<file path="config.mk">
export PLATFORM = sky130hd
export DESIGN_NAME = mem_read_responder
export DESIGN_NICKNAME = d
export VERILOG_FILES = /design/src/rtl/mem_read_responder.sv
export SDC_FILE = /design/constraint.sdc
export NUM_CORES = 1
export LEC_CHECK = 0
export BUFFER_PORTS_ARGS = -buffer_cell sky130_fd_sc_hd__buf_2
export CORE_MARGIN = 2
export CORE_UTILIZATION = 35
export CTS_CLUSTER_SIZE = 16
export DETAILED_ROUTE_END_ITERATION = 10
export GPL_TIMING_DRIVEN = 0
export PLACE_DENSITY_LB_ADDON = 0.25
export SYNTH_ARGS = -nofsm -noshare
export SYNTH_HDL_FRONTEND = slang
export SYNTH_SLANG_ARGS = --single-unit
</file>
<file path="constraint.sdc">
create_clock -name clk -period 2.5 [get_ports clk]
set_clock_uncertainty 0.2 [all_clocks]
set_input_delay 0.375 -clock clk [delete_from_list [all_inputs] [get_ports clk]]
set_output_delay 0.375 -clock clk [all_outputs]
set_load 0.02 [all_outputs]
</file>
<file path="src/rtl/mem_read_responder.sv">
// mem_read_responder
//   Memory-side responder for the go/ws/rd/ds read controller. It watches rd,
//   holds ws high for wait_len cycles, and then presents one word from a small
//   internal RAM on rdata with rvalid. A ds strobe from the controller
//   completes the transfer and advances the read address.
//
// Optional feature macro: RESP_ERR_EN
//   When defined, aborts (rd dropped before ds) and a ds strobe outside
//   R_READY set the sticky err output, which only reset clears.
//   When undefined, err is tied to 0.
//
// Ports
//   clk        : clock; all state changes on the rising edge
//   reset      : asynchronous, active-high
//   rd         : read request from the controller
//   ds         : done strobe from the controller
//   wait_len   : wait cycles to insert, sampled when a request is accepted
//   wr_en      : RAM preload write enable, honoured only in R_IDLE
//   wr_addr    : preload address
//   wr_data    : preload data
//   ws         : wait-state request, high only in R_WAIT
//   rdata      : read data, captured on entry to R_READY and held afterwards
//   rvalid     : high only in R_READY
//   rd_addr    : address served by the next/current read
//   txn_count  : completed transactions (wraps)
//   err        : sticky protocol error
//   state_dbg  : registered FSM state (0 idle, 1 wait, 2 ready)
//
// Handshake: a request is accepted on the first rising edge where rd=1 in
// R_IDLE. The controller must hold rd high until rvalid has been seen, then
// drop rd while pulsing ds for one cycle. Dropping rd at any other point is
// an abort.
module mem_read_responder #(
  parameter int DATA_W = 8,
  parameter int ADDR_W = 4,
  parameter int CNT_W  = 8
) (
  input  logic              clk,
  input  logic              reset,
  input  logic              rd,
  input  logic              ds,
  input  logic [3:0]        wait_len,
  input  logic              wr_en,
  input  logic [ADDR_W-1:0] wr_addr,
  input  logic [DATA_W-1:0] wr_data,
  output logic              ws,
  output logic [DATA_W-1:0] rdata,
  output logic              rvalid,
  output logic [ADDR_W-1:0] rd_addr,
  output logic [CNT_W-1:0]  txn_count,
  output logic              err,
  output logic [1:0]        state_dbg
);

  typedef enum logic [1:0] {
    R_IDLE  = 2'd0,
    R_WAIT  = 2'd1,
    R_READY = 2'd2
  } state_t;

  state_t            state_q, state_d;
  logic [3:0]        wcnt_q, wcnt_d;
  logic [DATA_W-1:0] rdata_q, rdata_d;
  logic [ADDR_W-1:0] rd_addr_q, rd_addr_d;
  logic [CNT_W-1:0]  txn_count_q, txn_count_d;
  logic              mem_we;
  logic              abort;
  logic              stray_ds;

  logic [DATA_W-1:0] mem_q [2**ADDR_W];

  always_comb begin
    state_d     = state_q;
    wcnt_d      = wcnt_q;
    rdata_d     = rdata_q;
    rd_addr_d   = rd_addr_q;
    txn_count_d = txn_count_q;
    mem_we      = 1'b0;
    abort       = 1'b0;
    stray_ds    = ds && (state_q != R_READY);

    case (state_q)
      R_IDLE: begin
        // The RAM write port is only open while idle; a simultaneous read
        // accept sees the pre-write contents.
        mem_we = wr_en;
        if (rd) begin
          if (wait_len == 4'd0) begin
            state_d = R_READY;
            rdata_d = mem_q[rd_addr_q];
          end else begin
            state_d = R_WAIT;
            wcnt_d  = wait_len;
          end
        end
      end
      R_WAIT: begin
        if (!rd) begin
          state_d = R_IDLE;
          abort   = 1'b1;
        end else if (wcnt_q == 4'd1) begin
          state_d = R_READY;
          rdata_d = mem_q[rd_addr_q];
        end else begin
          wcnt_d = wcnt_q - 4'd1;
        end
      end
      R_READY: begin
        // rd still high is the controller's DLY-to-DONE gap: just hold.
        if (!rd) begin
          state_d = R_IDLE;
          if (ds) begin
            rd_addr_d   = rd_addr_q + ADDR_W'(1);
            txn_count_d = txn_count_q + CNT_W'(1);
          end else begin
            abort = 1'b1;
          end
        end
      end
      default: state_d = R_IDLE;
    endcase
  end

  always_ff @(posedge clk or posedge reset) begin
    if (reset) begin
      state_q     <= R_IDLE;
      wcnt_q      <= 4'd0;
      rdata_q     <= '0;
      rd_addr_q   <= '0;
      txn_count_q <= '0;
    end else begin
      state_q     <= state_d;
      wcnt_q      <= wcnt_d;
      rdata_q     <= rdata_d;
      rd_addr_q   <= rd_addr_d;
      txn_count_q <= txn_count_d;
    end
  end

  // RAM contents are deliberately not reset.
  always_ff @(posedge clk) begin
    if (mem_we) begin
      mem_q[wr_addr] <= wr_data;
    end
  end

`ifdef RESP_ERR_EN
  logic err_q, err_d;

  always_comb begin
    err_d = err_q | abort | stray_ds;
  end

  always_ff @(posedge clk or posedge reset) begin
    if (reset) begin
      err_q <= 1'b0;
    end else begin
      err_q <= err_d;
    end
  end

  assign err = err_q;
`else
  logic unused_err_detect;
  assign unused_err_detect = abort ^ stray_ds;
  assign err = 1'b0;
`endif

  // Moore outputs decoded from the registered state, so reset drops them
  // immediately.
  assign ws        = (state_q == R_WAIT);
  assign rvalid    = (state_q == R_READY);
  assign rdata     = rdata_q;
  assign rd_addr   = rd_addr_q;
  assign txn_count = txn_count_q;
  assign state_dbg = state_q;

endmodule
</file>
# Yosys cells after proc, flatten, opt, wreduce, memory -nomap -nowiden

Memory sizes are Yosys's and may differ from the RTL's.
Cells that the tools add are included.

Equal/unequal tests: 11
Bitwise operators: 1
Reduce and logical (&&, ||, !) cells: 7
Add/sub/neg operators: 3
Mux-type cells: 19

Operator list:

| operator                                               | count |
|---|---|
| 2-to-1 mux 8 bit                                       | 4 |
| 2-to-1 mux 4 bit                                       | 4 |
| one-hot mux 8 bit (2 select lines)                     | 1 |
| inequality test 2 bit (second input constant)          | 6 |
| 2-to-1 mux 2 bit                                       | 5 |
| AND reduction 5 bit                                    | 2 |
| adder 8 x 1 -> 8 bit (second input constant)           | 1 |
| one-hot mux 4 bit (2 select lines)                     | 1 |
| one-hot mux 2 bit (3 select lines)                     | 1 |
| AND reduction 3 bit                                    | 2 |
| adder 4 x 1 -> 4 bit (second input constant)           | 1 |
| equality test 4 x 1 -> 1 bit (second input constant)   | 1 |
| logical NOT 4 bit                                      | 1 |
| subtractor 4 x 1 -> 4 bit (second input constant)      | 1 |
| 2-to-1 mux 1 bit                                       | 3 |
| inequality test 3 x 2 -> 1 bit (second input constant) | 1 |
| equality test 2 x 1 -> 1 bit (second input constant)   | 1 |
| equality test 2 bit (second input constant)            | 1 |
| logical NOT 2 bit                                      | 1 |
| inequality test 2 x 1 -> 1 bit (second input constant) | 1 |
| nonzero test 2 bit                                     | 1 |
| inverter 1 bit                                         | 1 |

Register bits: 26
Bits of input ports: 21
Output and inout port bits: 25
Memories kept: 1
Logic and storage cells: 47
RAM bits: 128

Memory list:

| memory | words | width | rd ports | clocked after memory_dff | wr ports | line | source |
|---|---|---|---|---|---|---|---|
| mem_q  | 16    | 8     | 1        | 0                        | 1        | 70   | `logic [DATA_W-1:0] mem_q [2**ADDR_W];` |

# Longest topological paths before layout

Gate-level depths: netlist of the first run.

Word-level depth: 4
Gate-level depth with buffers: 8
Mapped depth without buffers: 8

# Worst setup path after synthesis of the first run

OpenSTA, ideal clock, no wires.

Path kind: reg2reg
From: reg state_q[0], in the netlist state_dbg[0]
To: mem mem_q[0][0] (enable)
Path slack: -0.064 ns
Clock period less this slack: 2.564 ns
Data required time: 1.917 ns
Data arrival time: 1.981 ns
Buffers on the path: 0
Stages on the path, launching flop included: 4
Path through: dfrtp_1 -> or3b_2 -> or3_1 -> nor3_1

Word-level cells in the longest chain between the ends: 4

Ends and longest elaborated chain:

| what                                   | line | source |
|---|---|---|
| start: declaration                     | 61   | `state_t state_q, state_d;` |
| start signal: assignment               | 132  | `state_q <= state_d;` |
| logical NOT 2 bit                      | 82   | `case (state_q)` |
| 2-to-1 mux 1 bit                       | 82   |  |
| 2-to-1 mux 1 bit                       | 142  | `if (mem_we) begin` |
| 2-to-1 mux 1 bit (implied by the code) | 143  | `mem_q[wr_addr] <= wr_data;` |
| end: declaration                       | 70   |  |

No other way between the ends.

# Worst setup path after layout of the first run

From: reg state_q[0], in the netlist state_dbg[0]
To: mem mem_q[0][6] (enable)

The elaborated chain is that of the path after synthesis.

==> results.toml, run 1 <==
[floorplanning]
ios = 46
placementRows = 48
dieArea_um2 = 18800
chipHeight_um = 137
fp.dieW_um = 137
core_um2 = 17300
start_util_pct = 35.9

[synthesis]
ys.warnings.count = 0
synth_nets = 347
netlist_area_um2 = 6200
seq_area_frac_synth_pct = 72.5
avgSynthCellArea_um2 = 19.3
ys_ff_latch = 154
synthCells = 322
synth.distinct_cells = 39

[cts]
cts.sinks = 154
clk_pin_slew_ps = 60
cts_hold_buf = 0
h-tree-depth = 4
numCtsBuffers = 17
clk_path_buf_depth = 2
clock-root-buffer = "clkbuf_16"
cts_tree = "built"
clk_latency_ps = 420

[finish]
regArea_um2 = 4490
utilization_pct = 42.8
syn_to_final_growth_pct = 19.3
multiInputGateArea_um2 = 1610
nNetsFinal = 411
final_cell_mix = "128 x edfxtp_1, 48 x buf_2, 26 x dfrtp_1"
insertedDiodeCount = 0
final_common_cell = "edfxtp_1"
drive_gt1_share_pct = 32.6
fin_area_um2 = 7400
fill_cells = 1530

[placed_design]
dp_hpwl_um = 8250
place.gp.congestion = 0.724
dp_worst_setup_slack_ps = -385
portBuffers = 44
dpl_cell_area_um2 = 6710

[sta]
worst_slew_pin_slew_ps = 994
post-route-period-util_pct = 98.7
drv_slew = 0
max-slew-margin-rel_pct = 33.7
setup_viol = 0
holdWs_ps = -14.5
fin_ws_ps = 31.9
hold_viol_final = 26
rsz0062_at_grt = "true"
timing.fmax_mhz = 405
finalCriticalPeriod_ps = 2470

[global_routing]
grt_overflow = 0
grt_first_pass_wirelength_um = 18500
grt_antenna_before_repair = 0
grt_pass1_vias = 3211
globalRouteTotalUtil_pct = 14.1
grt_max_degree = 27

[setup_path]
timing.rr.start = "state_dbg[0]$_DFFE_PP0P_"
cp.arrival_ps = 2400
crit_chain = "or3b_2 -> or3_1 -> nor3_4 -> buf_12"
worstSetupEndpointType = "flip-flop"
r2r-end = "mem_q[0][6]$_DFFE_PP_"
crit_fanout = 8
crit_type = "reg -> reg"
worst_path_largest_cell_delay_ps = 550
cp_data_required_time_ps = 2440
slowest_stage = "or3b_2"
r2r_cells = 4
crit_path_start_kind = "flip-flop"
reg2reg_slack_ps = 30

[route]
dr.pass1.iters = 4
drt_iter0_markers = 180
wirelength_um = 12600
vias = 3154
post_drt_wl_per_cell_um = 20.2
via_per_inst = 5.05
drc_errors = 0
antenna_left = 0

[worst_hold_path]
min_path_type = "in -> async"

[power_and_ir_drop]
pwr_density_cell_nw_per_um2 = 881
p_seq_share_pct = 46.7
p_sw_share_pct = 25.5
finalPower_mw = 6.52
pwr-share-comb_pct = 13.0
power.switching_mw = 1.66
ir_drop_v = 0.000389
p_int_mw = 4.85
clockPowerShare_pct = 40.3
p_leak_nw = 2.59

[status]
status = "finished with violations"
violations = "negative hold slack"

[job]
maxCapViolations = 0
==> state kept, by name, indices dropped and copies added, names as in the netlist <==
signal	cells
state_dbg	2
rd_addr	4
wcnt_q	4
rdata	8
txn_count	8
mem_q	128
==> per-layer routing <==
metal  GRT usage, %  routed length (um)  vias to the layer above
met5              0                   0                        -
met2           21.0                5720                      101
li1               -                   -                     1421
met3           4.37                1000                       17
met1           19.7                5650                     1615
met4           5.04                 214                        0
==> through the flow <==
stage,TNS [ps],std cells
floorplan,0,322
global placement,-9750,591
detailed placement,-10500,591
CTS,-5100,623
global route,-2560,624
finish,0,624
==> layout make-up <==
type,instances,area share (%)
repair buffers,45,3.25
flip-flops and latches,154,60.7
clock inverters,14,2.47
well taps,225,3.80
clock buffers,18,5.80
multi-input cells,146,21.7
plain buffers,16,1.89
inverters,6,0.304
==> logic make-up (layout without fill, tap and decap cells) <==
group,Yosys count,after routing,synth area share [%]
DFF,154,154,72.5
muxes,51,51,15.8
and+or+nand+nor,55,55,4.48
other,1,1,0.0605
buffers and inverters,22,99,2.60
adders and majority gates,4,4,0.807
AOI/OAI and AO/OA,25,25,2.38
xor gates and xnor gates,10,10,1.41
==> power groups by stage <==
stage	Combinational [mW]	Clock (mW)	Sequential, mW
2_1_floorplan	0.431	0	3.18
4_1_cts	0.845	2.68	3.05
5_1_grt	0.925	2.78	3.06
3_3_place_gp	0.823	0	3.09
6_report	0.845	2.63	3.05
3_5_place_dp	0.840	0	3.10
==> how the worst max path moves through the flow <==
stage / endpoint / depth (start not counted) / startpoint / slack, ps
final: mem_q[0][6]$_DFFE_PP_ / 4 / state_dbg[0]$_DFFE_PP0P_ / 30
after global routing: mem_q[5][7]$_DFFE_PP_ / 4 / state_dbg[0]$_DFFE_PP0P_ / -100
after CTS: mem_q[8][7]$_DFFE_PP_ / 3 / state_dbg[0]$_DFFE_PP0P_ / -160
after detailed placement: mem_q[1][4]$_DFFE_PP_ / 4 / state_dbg[0]$_DFFE_PP0P_ / -390
after global placement: mem_q[1][4]$_DFFE_PP_ / 4 / state_dbg[0]$_DFFE_PP0P_ / -340
after floorplan: mem_q[1][0]$_DFFE_PP_ / 4 / state_dbg[0]$_DFFE_PP0P_ / 130
==> synth_stat cells <==
| cell | instances | area share (%) |
|---|---|---|
| xor2_1 | 4 | 0.56 |
| mux4_1 | 15 | 6.4 |
| mux2i_1 | 9 | 1.5 |
| clkinv_1 | 1 | 0.060 |
| nor4bb_1 | 2 | 0.32 |
| or3b_2 | 1 | 0.14 |
| buf_12 | 2 | 0.65 |
| edfxtp_1 | 128 | 62 |
| nor3b_1 | 1 | 0.12 |
| o22ai_1 | 8 | 0.81 |
| and3_1 | 1 | 0.10 |
| dfrtp_1 | 26 | 10 |
| or2_2 | 1 | 0.10 |
| nand3b_1 | 1 | 0.12 |
| and4_1 | 1 | 0.14 |
| nand2_1 | 9 | 0.54 |
| ha_1 | 4 | 0.81 |
| mux2_2 | 10 | 1.8 |
| nor2_1 | 19 | 1.1 |
| buf_4 | 3 | 0.36 |
| clkbuf_4 | 2 | 0.24 |
| mux4_2 | 17 | 6.2 |
| buf_2 | 4 | 0.32 |
| xnor2_1 | 6 | 0.85 |
| a22oi_1 | 1 | 0.12 |
| nand3_1 | 3 | 0.24 |
| nand4_1 | 3 | 0.30 |
| o2bb2ai_1 | 2 | 0.28 |
| o211ai_1 | 1 | 0.12 |
| a21oi_1 | 11 | 0.89 |
| nand2b_1 | 4 | 0.40 |
| nor3_1 | 6 | 0.48 |
| o21ai_0 | 2 | 0.16 |
| conb_1 | 1 | 0.060 |
| buf_6 | 3 | 0.54 |
| nor2b_1 | 1 | 0.10 |
| or3_1 | 2 | 0.20 |
| inv_1 | 5 | 0.30 |
| clkbuf_1 | 2 | 0.12 |
==> what timing repair did <==
| action | in CTS | in global routing |
|---|---|---|
| pin swaps | 0 | 1 |
| setup endpoints to repair | 52 | 96 |
| buffers inserted | 0 | 1 |
| resized for setup | 4 | 11 |
==> worst max-delay path, delay by kind of cell, from the launching register on <==
kind                   cells  cell delay, ps
and+or+nand+nor            3            1330
buffers and inverters      1             160
DFF                        1             510
(Power assumes the default switching activity.)
==> inputs of run 2 (changes only) <==
Settings changed: ABC_AREA set to 1, CORE_UTILIZATION 35 to 54.
==> run 2 against run 1 <==
The run now ends clean. Count of clock-buffer cells in the layout did not move. First-iteration DRC count grew to 2.6 times the previous value. Worst hold slack better by 43 ps. Via count rose by 54%. Sequential share of layout area down 3.6 points. Flip-flop and latch count is the same. Global-route usage grew 11 points. Cell area grew 6.4%. Critical path type unchanged. Total power increased by 31%. Wire length grew 27%. Final cell count rose by 49%. Die area shrank 28%.
==> results.toml, run 2 <==
[setup_path]
timing.rr.start = "state_dbg[0]$_DFFE_PP0P_"
reg2reg_slack_ps = 80
cp.arrival_ps = 2280
crit_type = "reg -> reg"
crit_fanout = 8
worstSetupEndpointType = "flip-flop"
cp_data_required_time_ps = 2360
crit_path_start_kind = "flip-flop"
cp-startpoint = "state_dbg[0]$_DFFE_PP0P_"
r2r-end = "mem_q[11][6]$_DFFE_PP_"
r2r_cells = 3

[placed_design]
portBuffers = 44
dp_worst_setup_slack_ps = -353
dpl_cell_area_um2 = 7250
place.gp.congestion = 0.946
dp_hpwl_um = 10800
placed_cells = 895

[sta]
hold_viol_final = 0
timing.fmax_mhz = 413
tns_ps = 0
holdWs_ps = 28.3
finalCriticalPeriod_ps = 2420
drv_slew = 0
post-route-period-util_pct = 96.8
fin_ws_ps = 79.7
worst_slew_pin_slew_ps = 953
rsz0062_at_grt = "true"
setup_viol = 0
max-slew-margin-rel_pct = 36.4

[status]
status = "finished, final reports clean"

[global_routing]
grt_antenna_before_repair = 0
grt_first_pass_wirelength_um = 24300
grt_pass1_vias = 4559
grt_max_degree = 27
grt_overflow = 0
globalRouteTotalUtil_pct = 25.3

[cts]
numCtsBuffers = 17
cts.sinks = 154
cts_tree = "built"
clk_latency_ps = 430
cts_setup_buffers = 0
clock-root-buffer = "clkbuf_16"
h-tree-depth = 4
clk_pin_slew_ps = 60
clk_path_buf_depth = 2

[floorplanning]
placementRows = 41
ios = 46
chipHeight_um = 116
fp.dieW_um = 116
start_util_pct = 54.6
core_um2 = 12500
dieArea_um2 = 13500

[synthesis]
synth_edf_count = 128
synth_nets = 704
seq_area_frac_synth_pct = 66.0
synth_area_leader_cell = "edfxtp_1"
ys.flop_type = "edfxtp_1"
ys_ff_latch = 154
synth.distinct_cells = 29
avgSynthCellArea_um2 = 10.0
synthCells = 679
yosysMostFrequentCell = "nand2_1"
netlist_area_um2 = 6810
ys.warnings.count = 0
synthTopCellsByCount = "212 x nand2_1, 128 x edfxtp_1, 115 x inv_1"
async_flop_share_pct = 16.9
synth_area_leaders = "edfxtp_1 56%, nand2_1 12%, dfrtp_1 9.6%"
synth.top_cell.area_share_pct = 56.4

[finish]
largest_reg_flops = 128
final_cell_mix = "212 x nand2_1, 128 x edfxtp_1, 115 x inv_1"
insertedDiodeCount = 0
instances_no_fill = 928
regMostFlops = "mem_q"
fin_area_um2 = 7870
final_common_cell = "nand2_1"
drive_gt1_share_pct = 15.2
syn_to_final_growth_pct = 15.6
nNetsFinal = 768

[power_and_ir_drop]
ir_drop_v = 0.000555
p_sw_share_pct = 37.0
power.switching_mw = 3.16
pwr-share-comb_pct = 33.9
p_seq_share_pct = 36.6
p_leak_nw = 3.55
p_int_mw = 5.39
clockPowerShare_pct = 29.5
pwr_density_cell_nw_per_um2 = 1090

[route]
wirelength_um = 16000
vias = 4844
via_per_inst = 5.22
dr.pass1.iters = 5
drt_iter0_markers = 465
drc_errors = 0
antenna_left = 0
post_drt_wl_per_cell_um = 17.3

[worst_hold_path]
min_from = "rd"
min_to = "state_dbg[1]$_DFFE_PP0P_"
min_path_cells = 3
min_path_type = "in -> reg"

[job]
maxCapViolations = 0
-- run 2: metal layers --
layer,track usage (%),wire length (um),vias up
met5,0,0,-
met4,12.5,459,0
met3,4.51,1190,37
met2,41.9,7860,240
met1,32.3,6510,2261
li1,-,-,2306
-- run 2: how the worst max path moves through the flow --
stage                             end  slack, ps  depth (start not counted)
5_1_grt         mem_q[3][2]$_DFFE_PP_        -60                          3
4_1_cts        mem_q[13][6]$_DFFE_PP_         80                          3
3_3_place_gp   mem_q[15][7]$_DFFE_PP_       -250                          3
6_report       mem_q[11][6]$_DFFE_PP_         80                          3
3_5_place_dp   mem_q[15][6]$_DFFE_PP_       -350                          3
2_1_floorplan   mem_q[0][0]$_DFFE_PP_        480                          3
-- run 2: area by class of cell --
cell class | instances | area [um2]
tap | 172 | 215
timing repair buffer | 45 | 230
fill | 997 | 4590
multi-input combinational | 381 | 1780
clock buffer | 18 | 429
clock inverter | 14 | 154
buffer | 26 | 124
inverter | 118 | 443
sequential | 154 | 4490
-- run 2: cell families (layout without fill, tap and decap cells) --
family | after synthesis | after routing | share of synthesized area [%]
AND/OR/NAND/NOR | 356 | 356 | 22.9
buffers and inverters | 144 | 221 | 8.32
adder cells (fa/ha/maj) | 4 | 4 | 0.735
AO/OA/AOI/OAI | 11 | 11 | 0.882
flip-flops | 154 | 154 | 66.0
XOR/XNOR | 9 | 9 | 1.16
other | 1 | 1 | 0.0551
-- run 2: critical path, stage by stage (launching register included) --
cell     delay (ps)
dfrtp_1         450
nor3b_2         460
nand3_1         340
nor2_1          610
-- run 2: metrics by stage --
stage	total power [mW]	util, %
after floorplan	5.04	-
after global placement	5.95	58.1
after detailed placement	6.01	58.1
after CTS	8.54	63.1
after global routing	8.99	63.2
final	8.55	63.2
-- run 2: power groups by stage --
| stage | Sequential [mW] | Clock (mW) | Combinational (mW) |
|---|---|---|---|
| floorplan | 3.31 | 0 | 1.73 |
| global placement | 3.17 | 0 | 2.78 |
| detailed placement | 3.18 | 0 | 2.84 |
| CTS | 3.13 | 2.55 | 2.86 |
| global route | 3.15 | 2.66 | 3.18 |
| finish | 3.13 | 2.52 | 2.90 |
-- run 2: timing repair --
item,4_1_cts,5_1_grt
hold buffers,1,0
hold endpoints to repair,23,0
endpoints found under the setup margin,128,48
resized for setup,10,2
pin swaps,0,0
==> inputs of run 3 (changes only) <==
Settings changed: CORE_UTILIZATION 54 to 60.
Clock period 2.5 ns to 2.6 ns, I/O delays scaled along.
==> run 3 against run 2 <==
The flow now finishes with violations (negative hold slack). Global-route usage increased by 2.3 points. Core utilization up 8.0 points. Total power shrank 5.4%. Via count rose by 1.5%. Non-clock buffer count decreased by 1. Cell area shrank 1.2%. Clock power fell by 8.7%. Final cell count shrank 3.7%. Maximum frequency is 2.5% higher. Critical endpoint is now mem_q[2][6]$_DFFE_PP_. Largest cell class unchanged.
==> results.toml, run 3 (same netlist as run 2, synthesis figures left out) <==
[cts]
clk_path_buf_depth = 2
h-tree-depth = 4
clock-root-buffer = "clkbuf_16"
clk_latency_ps = 430
cts_tree = "built"
numCtsBuffers = 17
cts_hold_buf = 0
clk_pin_slew_ps = 60
cts.sinks = 154
cts_setup_buffers = 0

[global_routing]
grt_max_degree = 27
grt_overflow = 0
grt_use_met2_pct = 43.6
grt_antenna_before_repair = 0
busiest_layer = "met2"
use_met1_pct = 36.2
grt_first_pass_wirelength_um = 25200
grt_pass1_vias = 4758
met3_usage_pct = 7.30
globalRouteTotalUtil_pct = 27.6

[setup_path]
worstSetupEndpointType = "flip-flop"
r2r_cells = 3
reg2reg_slack_ps = 240
cp.arrival_ps = 2210
crit_path_start_kind = "flip-flop"
timing.rr.start = "state_dbg[0]$_DFFE_PP0P_"
crit_fanout = 8
crit_type = "reg -> reg"
cp_data_required_time_ps = 2450
r2r-end = "mem_q[2][6]$_DFFE_PP_"

[power_and_ir_drop]
p_sw_share_pct = 37.3
pwr-share-comb_pct = 34.3
clockPowerShare_pct = 28.5
pwr_density_cell_nw_per_um2 = 1040
p_seq_share_pct = 37.2
p_leak_nw = 3.52
power.switching_mw = 3.01
p_int_mw = 5.07
ir_drop_v = 0.000655

[route]
dr.pass1.iters = 6
drt_iter0_markers = 677
post_drt_wl_per_cell_um = 18.1
wirelength_um = 16200
via_per_inst = 5.50
vias = 4919
drc_errors = 0
antenna_left = 0

[finish]
regMostFlops = "mem_q"
final_cell_mix = "212 x nand2_1, 128 x edfxtp_1, 115 x inv_1"
largest_reg_flops = 128
syn_to_final_growth_pct = 14.2
instances_no_fill = 894
drive_gt1_share_pct = 14.2
final_common_cell = "nand2_1"
insertedDiodeCount = 0
nNetsFinal = 767

[status]
violations = "negative hold slack"
status = "finished with violations"

[sta]
drv_slew = 0
timing.fmax_mhz = 424
tns_ps = 0
holdWs_ps = -9.23
max-slew-margin-rel_pct = 33.7
post-route-period-util_pct = 90.8
worst_slew_pin_slew_ps = 993
finalCriticalPeriod_ps = 2360
rsz0062_at_grt = "false"
setup_viol = 0
hold_viol_final = 26

[floorplanning]
dieArea_um2 = 12200
start_util_pct = 62.3
placementRows = 38
fp.dieW_um = 111
chipHeight_um = 111
core_um2 = 10900
ios = 46

[job]
maxCapViolations = 0

[worst_hold_path]
min_path_type = "in -> async"

[placed_design]
portBuffers = 44
placed_cells = 863
place.gp.congestion = 0.976
dp_hpwl_um = 10900
## run 3: changes by cell type in the layout (fill, tap and decap cells not counted), sizes merged
cell         delta
inv             -1
bufinv          -1
clkbuf          +3
clkinv          -2
dlygate4sd3     -1
## run 3: final cells by class
type | instances | area [um2]
well taps | 140 | 175
plain buffers | 26 | 124
inverters | 118 | 443
clock inverters | 10 | 103
multi-input cells | 381 | 1780
flip-flops and latches | 154 | 4490
fillers | 818 | 3160
repair buffers | 44 | 220
clock buffers | 21 | 440
## run 3: power groups by stage
stage               registers, mW  clock network [mW]  logic [mW]
global route                 3.04                2.41        3.03
CTS                          3.00                2.31        2.72
floorplan                    3.18                   0        1.66
detailed placement           3.05                   0        2.70
finish                       3.01                2.30        2.78
global placement             3.04                   0        2.66
## run 3: per-layer routing
layer	wire length, um	up-vias
li1	-	2303
met4	465	0
met3	1530	38
met1	6510	2313
met2	7700	265
met5	0	-
## run 3: timing repair
item                       4_1_cts  5_1_grt
pin swaps                        0        0
resized for setup                4        6
setup endpoints to repair       37      128
## run 3: how the worst max path moves through the flow
stage / startpoint / to / slack, ps / cells after the start
global route: state_dbg[0]$_DFFE_PP0P_ / mem_q[2][1]$_DFFE_PP_ / 120 / 3
detailed placement: state_dbg[0]$_DFFE_PP0P_ / mem_q[12][2]$_DFFE_PP_ / -30 / 3
finish: state_dbg[0]$_DFFE_PP0P_ / mem_q[2][6]$_DFFE_PP_ / 240 / 3
global placement: wr_en / mem_q[13][7]$_DFFE_PP_ / 50 / 4
CTS: state_dbg[0]$_DFFE_PP0P_ / mem_q[0][2]$_DFFE_PP_ / -40 / 3
floorplan: state_dbg[0]$_DFFE_PP0P_ / mem_q[0][0]$_DFFE_PP_ / 580 / 3
## run 3: metrics by stage
stage / utilization (%) / total power [mW] / worst slack [ps] / area, um2 / hold slack, ps
finish: 71.1 / 8.09 / 240 / 7780 / -9.23
global route: 71.1 / 8.47 / 117 / 7780 / 57.6
CTS: 71.0 / 8.04 / -38.7 / 7760 / 16.2
detailed placement: 65.9 / 5.76 / -34.4 / 7210 / 262
global placement: 65.9 / 5.70 / 54.2 / 7210 / 258
floorplan: - / 4.84 / 578 / 6810 / 230
## run 3: critical path, cell delays in order (launching register included)
cell and delay (ps):
dfrtp_1 460, nor3b_2 390, nand3_1 230, nor2_1 700
